### src/rtl/alu_issue_seq.sv
// Command sequencer in front of a 4-bit combinational ALU: loads immediates into a
// small register file, issues ALU ops one at a time and returns results over valid/ready.
module alu_issue_seq #(
   parameter int NREG = 4,
   parameter int DW   = 4
) (
   input  logic          clk,
   input  logic          rst_n,
   input  logic          in_valid,
   output logic          in_ready,
   input  logic [10:0]   in_cmd,
   output logic [DW-1:0] alu_a,
   output logic [DW-1:0] alu_b,
   output logic [1:0]    alu_c,
   output logic [1:0]    alu_op,
   input  logic [DW-1:0] alu_ans,
   output logic          out_valid,
   input  logic          out_ready,
   output logic [DW-1:0] out_data,
   input  logic [1:0]    dbg_sel,
   output logic [DW-1:0] dbg_data
);

   typedef struct packed {
      logic       kind;
      logic [1:0] rd;
      logic [1:0] rs;
      logic [1:0] rt;
      logic [1:0] op;
      logic [1:0] shamt;
   } cmd_t;

   typedef enum logic [1:0] {IDLE, EXEC, OUT} state_t;

   state_t                   state;
   cmd_t                     cmd;
   logic [NREG-1:0][DW-1:0]  rf;
   logic [1:0]               rd_q;

   assign cmd      = cmd_t'(in_cmd);
   assign in_ready = (state == IDLE);
   assign dbg_data = rf[dbg_sel];

   always_ff @(posedge clk or negedge rst_n) begin
      if (!rst_n) begin
         state     <= IDLE;
         rf        <= '0;
         rd_q      <= '0;
         alu_a     <= '0;
         alu_b     <= '0;
         alu_c     <= '0;
         alu_op    <= '0;
         out_data  <= '0;
         out_valid <= 1'b0;
      end else begin
         case (state)
            IDLE: begin
               if (in_valid) begin
                  if (cmd.kind) begin
                     // LOAD immediate occupies the low nibble of the command word
                     rf[cmd.rd] <= in_cmd[DW-1:0];
                  end else begin
                     alu_a  <= rf[cmd.rs];
                     alu_b  <= rf[cmd.rt];
                     alu_c  <= cmd.shamt;
                     alu_op <= cmd.op;
                     rd_q   <= cmd.rd;
                     state  <= EXEC;
                  end
               end
            end
            EXEC: begin
               rf[rd_q]  <= alu_ans;
               out_data  <= alu_ans;
               out_valid <= 1'b1;
               state     <= OUT;
            end
            OUT: begin
               if (out_ready) begin
                  out_valid <= 1'b0;
                  state     <= IDLE;
               end
            end
            default: state <= IDLE;
         endcase
      end
   end

endmodule

### config.mk
export PLATFORM = sky130hd
export DESIGN_NAME = alu_issue_seq
export DESIGN_NICKNAME = d
export VERILOG_FILES = /design/src/rtl/alu_issue_seq.sv
export SDC_FILE = /design/constraint.sdc
export NUM_CORES = 1
export LEC_CHECK = 0
export BUFFER_PORTS_ARGS = -buffer_cell sky130_fd_sc_hd__buf_2
export CAP_MARGIN = 20
export CORE_ASPECT_RATIO = 1.25
export CORE_MARGIN = 3
export CORE_UTILIZATION = 55
export CTS_CLUSTER_SIZE = 10
export DETAILED_ROUTE_END_ITERATION = 6
export PLACE_DENSITY = 0.85
export SLEW_MARGIN = 20
export SYNTH_ARGS = -nofsm -noshare
export SYNTH_HDL_FRONTEND = slang
export SYNTH_SLANG_ARGS = --single-unit
### constraint.sdc
create_clock -name clk -period 4.9 [get_ports clk]
set_input_delay 0 -clock clk [delete_from_list [all_inputs] [get_ports clk]]
set_output_delay 0 -clock clk [all_outputs]
set_load 0.005 [all_outputs]
Yosys cells after proc, flatten, opt, wreduce, memory -nomap -nowiden
Index checks and enable logic that the tools add are counted.
{"block": "word_totals", "register_bits": 37, "latch_bits": 0, "ramBits": 0, "rom_bits": 0, "inputBits": 21, "output_inout_bits": 22, "elab_cells": 56, "n_memories": 0}
{"block": "classes", "n_addsub": 0, "multipliers": 0, "n_div": 0, "magnitude_cmp": 7, "eq_ne": 6, "shifts": 0, "mux": 21, "n_bitwise": 1, "n_reduce_logical": 9}
{"operator": "16-bit bitwise mux", "count": 2}
{"operator": "16-bit two-way mux", "count": 2}
{"operator": "16-bit case mux with 2 select lines", "count": 1}
{"operator": "4-bit binary-select mux with 2-bit select", "count": 3}
{"operator": "4-bit two-way mux", "count": 5}
{"operator": "4-bit demux with 2-bit select", "count": 2}
{"operator": "2-bit by 3-bit less-than comparator with 1-bit output (second input constant)", "count": 5}
{"operator": "3-bit AND reduction", "count": 3}
{"operator": "2-bit two-way mux", "count": 3}
{"operator": "2-bit inequality test (second input constant)", "count": 3}
{"operator": "2-bit case mux with 3 select lines", "count": 1}
{"operator": "2-bit by 1-bit greater-or-equal comparator with 1-bit output (second input constant)", "count": 2}
{"operator": "2-bit nonzero test", "count": 2}
{"operator": "2-bit by 1-bit == test with 1-bit output (second input constant)", "count": 1}
{"operator": "2-bit == test (second input constant)", "count": 1}
{"operator": "1-bit logical AND", "count": 2}
{"operator": "2-bit zero test", "count": 1}
{"operator": "2-bit by 1-bit inequality test with 1-bit output (second input constant)", "count": 1}
{"operator": "1-bit case mux with 2 select lines", "count": 1}
{"operator": "2-bit AND reduction", "count": 1}
{"operator": "1-bit two-way mux", "count": 1}
{"operator": "1-bit inverter", "count": 1}

Longest topological paths before layout
{"block": "depth", "ltp_word": 8, "ltp_mapped": 6, "depth_no_buf": 4}

Worst setup path after synthesis
Ideal clock, no wire load.
{"block": "synth_path", "kind": "register -> register", "from": "register state[0]", "to": "register alu_c[0]", "setup_time_ps": 125, "t_arrival_ps": 1418, "required_time_ps": 4775, "setup_slack_ps": 3358, "path_stages_with_launch": 4, "n_path_buf": 1, "period_less_slack_ps": 1542, "path_cell_list": "dfrtp_1 nor4b_4 buf_4 mux2_2"}
{"block": "synth_between", "elab_chain_len": 2}
{"element": "start: declaration", "line_no": "35", "text": "state_t state;"}
{"element": "start signal: assignment", "line_no": "46", "text": "state <= IDLE;"}
{"element": "start signal: assignment", "line_no": "68", "text": "state <= EXEC;"}
{"element": "start signal: assignment", "line_no": "76", "text": "state <= OUT;"}
{"element": "2-bit zero test", "line_no": "56", "text": "case (state)"}
{"element": "3-bit AND reduction (no line)"}
{"element": "end signal: assignment", "line_no": "65", "text": "alu_c <= cmd.shamt;"}
{"element": "end: declaration", "line_no": "14", "text": "output logic [1:0] alu_c,"}
Every way passes these cells.
A chain may end at the register's enable or synchronous reset.

Worst setup path in the final report
{"block": "layout_path", "from": "register state[0]", "to": "register rf[5] (netlist bit)"}
{"block": "layout_between", "elab_chain_len": 3, "word_cells_on_any_way": 7, "classes_between": "eq/ne: 3; mux: 1; reduce/logical: 3"}
{"element": "2-bit zero test or 2-bit by 1-bit == test with 1-bit output (tied branches)", "line_no": "56"}
{"element": "2-bit by 1-bit inequality test with 1-bit output (no line) (tied with other cells)"}
{"element": "3-bit AND reduction (no line)"}
{"element": "end signal: indexed assignment", "line_no": "61", "text": "rf[cmd.rd] <= in_cmd[DW-1:0];"}
{"element": "end signal: indexed assignment", "line_no": "73", "text": "rf[rd_q] <= alu_ans;"}
{"element": "end: declaration", "line_no": "37", "text": "logic [NREG-1:0][DW-1:0] rf;"}
Several ways; a longest one is shown, not always the timed one.

==> run summary <==
Outcome
* **outcome** finished, final reports clean

Finish
* **fraction of layout instances using a drive strength above 1** 46.77%
* **combined area of the multi-input logic cells** 964.7 µm²
* **Layout Nets** 221
* **area growth from synthesis to layout** 23.33%
* **area used by sequential logic in the layout** 925.9 µm²
* **count of non-filler cells in the finished layout** 238
* **Diodes inserted** 0
* **Layout fillers** 228

Pwr
* **Peak VDD IR** 0.0005063 V
* **switching share of power** 28.26%
* **Power Internal** 0.7408 mW
* **share of power burned in combinational logic** 26.0%
* **Cell Pwr Density** 434.8 nW/µm²
* **leakage dissipation** 1.148 nW
* **Overall Power** 1.033 mW
* **relative contribution of the clock network to total power** 30.6%
* **sequential power share** 43.4%
* **Net Switching** 0.2918 mW

STA
* **Relative slew margins** 35.31%
* **post-layout minimum cycle time** 1910 ps
* **transition time at the pin with the least slew margin** 966.2 ps
* **unrepaired setup endpoints after global routing** false
* **fmax** 523.7 MHz
* **final setup violation count** 0
* **Setup Skew** 4.746 ps
* **setup TNS** 0 ps
* **final hold violations** 0
* **final cycle utilization of the critical path** 38.97%
* **count of final max-slew check failures** 0

Logic synthesis
* **Post-Synthesis Net Count** 167
* **cell count after synthesis** 146
* **Unique masters post-synth** 21
* **area of the mapped netlist** 1926 µm²
* **share of synthesized area occupied by flip-flops and latches** 48.08%
* **#FFs+latches synth** 37
* **per-instance average area after synthesis** 13.19 µm²
* **synth warn** 0

Worst setup path
* **capture instance of the worst register-to-register path** rf[5]$_DFFE_PN0P_
* **biggest cell delay along the critical path** 510 ps
* **Worst Path Required** 5080 ps
* **sort of element at the start of the critical path** flop
* **largest fanout on the critical path** 7
* **library cell contributing the largest single delay on the critical path** sky130_fd_sc_hd__dfrtp_1
* **type of element capturing the critical path** flop
* **worst-case reg-to-reg path depth** 4
* **data arrival time at the worst-slack endpoint** 2090 ps
* **list of cells traversed by the critical path** nor2b_1, nor2_1, o21ai_2, mux2_2
* **kind of critical path** reg -> reg
* **register-to-register setup slack** 2990 ps
* **Critical R2R Launch** state[0]$_DFFE_PN0P_

Placement
* **number of placed instances with taps included** 221
* **PortBufs** 42
* **global placement routability congestion** 0.7735
* **HPWL after detailed placement** 3.209 mm

GRT
* **first-pass GRT wire length** 7.403 mm
* **via count of the first global-routing pass** 1597
* **maximum number of pins on one net before global-route repair** 38
* **total congestion overflow** 0
* **number of antenna violations at the first check in global routing** 0
* **GRT Overall Usage** 23.32%

Die
* **number of top-level pins** 43
* **area enclosed by the die boundary** 4252 µm²
* **core area** 3281 µm²
* **site row count** 23
* **initial core utilization** 58.70%
* **Die Wd** 58.93 µm
* **die span in y** 72.16 µm

Job
* **max-cap viol count** 0

Worst hold path
* **endpoint of the worst hold-timing path** out_data[2]$_DFFE_PN0P_
* **origin of the worst min-delay path** alu_ans[2]
* **number of instances on the worst hold path** 3
* **path type of the worst min-delay path** in -> reg

Detailed routing
* **highest signal layer in the routed design** met4
* **first drt pass iteration count** 4
* **ratio of routed vias to standard cells** 5.975
* **DR WL/cell** 18.80 µm
* **routed via count** 1422
* **total routed wire length on the met1 layer** 1.698 mm
* **iteration-0 DRC count of the detailed router** 48
* **DR WL met3** 177 µm
* **WL final** 4.474 mm
* **Antenna Violating Nets Remaining** 0
* **total DRC errors in the routed layout** 0
* **Detail Route met2 WL** 2.479 mm

CTS
* **CTS sink count** 37
* **clock-pin slew on the worst setup and hold paths** 80 ps
* **maximum root-to-sink buffer count** 2
* **post-cts resize count** 0
* **later-pin clock latency in the skew report** 300 ps
* **# H-tree levels** 2
* **Clk Tree Root Cell** sky130_fd_sc_hd__clkbuf_8
* **CTS tree** done
* **number of clock buffers inserted by TritonCTS** 5

## cell type report
type | instances | share of cell area [%]
multi-input cells | 104 | 40.62
flip-flops and latches | 37 | 38.99
repair buffers | 51 | 12.64
clock buffers | 5 | 2.898
clock inverters | 3 | 2.740
well taps | 37 | 1.949
inverters | 1 | 0.1581
## timing repair
| action | in CTS | in global routing |
|---|---|---|
| hold buffers | 9 | 0 |
| endpoints found under the hold margin | 45 | 0 |
| setup buffers | 0 | 0 |
## cells by family after synthesis
logic type	share of synthesized area, %
muxes	32.10
and+or+nand+nor	10.40
DFF	48.08
AOI/OAI and AO/OA	7.602
buffers and inverters	1.819
## stage by stage
stage	setup WS (ps)	hold slack [ps]	instance area (µm²)	utilization, %
floorplan	3358	-295.6	1926	-
global placement	3074	114.7	2151	65.56
detailed placement	2991	132.5	2151	65.56
CTS	2990	3.121	2375	72.39
global route	2879	39.07	2375	72.39
finish	2990	6.687	2375	72.39
## cells in the mapped netlist, drive strengths merged
master | count | area, µm²
or2 | 2 | 12.51
o21ai | 4 | 31.28
mux2 | 30 | 337.8
mux2i | 1 | 10.01
o22ai | 16 | 100.1
inv | 1 | 3.750
dfrtp | 37 | 925.9
a21oi | 3 | 15.01
nor4b | 1 | 23.77
buf | 4 | 31.27
nor2 | 8 | 37.54
mux4 | 12 | 270.3
nand2 | 20 | 75.07
nor2b | 1 | 6.260
nand2b | 6 | 45.04
## flip-flops by register name, indices dropped and copies added, names as in the netlist
register   flops
alu_a          4
alu_c          2
out_valid      1
rf            16
alu_b          4
out_data       4
rd_q           2
alu_op         2
state          2
## routing by layer
| layer | vias to the layer above | track usage (%) |
|---|---|---|
| met3 | 13 | 4.626 |
| met2 | 41 | 42.87 |
| met4 | 0 | 9.572 |
| li1 | 659 | - |
| met1 | 709 | 25.51 |
| met5 | - | 0 |
## layout by cell type (no fill, tap or decap), drive strengths merged
cell | netlist | layout
o22ai | 16 | 16
mux4 | 12 | 12
o21ai | 4 | 4
a21oi | 3 | 3
clkbuf | 0 | 5
mux2 | 30 | 30
dlygate4sd3 | 0 | 9
nor2b | 1 | 1
clkinv | 0 | 1
dfrtp | 37 | 37
nand2 | 20 | 20
nor4b | 1 | 1
mux2i | 1 | 1
nand2b | 6 | 6
bufinv | 0 | 2
nor2 | 8 | 8
or2 | 2 | 2
buf | 4 | 42
inv | 1 | 1
## worst max-delay path: cells and delay by family, from the launching register on
| kind | cells | cell delay [ps] |
|---|---|---|
| flip-flops | 1 | 510 |
| multiplexers | 1 | 380 |
| AND/OR/NAND/NOR | 2 | 630 |
| AO/OA/AOI/OAI | 1 | 270 |
## power by group through the flow
stage               combinational (mW)  sequential, mW  clock [mW]
floorplan                        0.165           0.439           0
global placement                 0.251           0.442           0
detailed placement               0.262           0.452           0
CTS                              0.271           0.447       0.320
global route                     0.295           0.459       0.329
finish                           0.268           0.449       0.316
## worst max-delay path by stage
stage,endpoint,slack (ps),depth (start not counted),startpoint
global placement,alu_a[3]$_DFFE_PN0P_,3070,2,state[0]$_DFFE_PN0P_
floorplan,alu_c[0]$_DFFE_PN0P_,3360,3,state[0]$_DFFE_PN0P_
detailed placement,rd_q[1]$_DFFE_PN0P_,2990,2,state[0]$_DFFE_PN0P_
finish,rf[5]$_DFFE_PN0P_,2990,4,state[0]$_DFFE_PN0P_
CTS,rd_q[1]$_DFFE_PN0P_,2990,2,state[0]$_DFFE_PN0P_
global route,rf[8]$_DFFE_PN0P_,2880,4,state[0]$_DFFE_PN0P_
No activity file was read; power rests on OpenSTA's default activity.
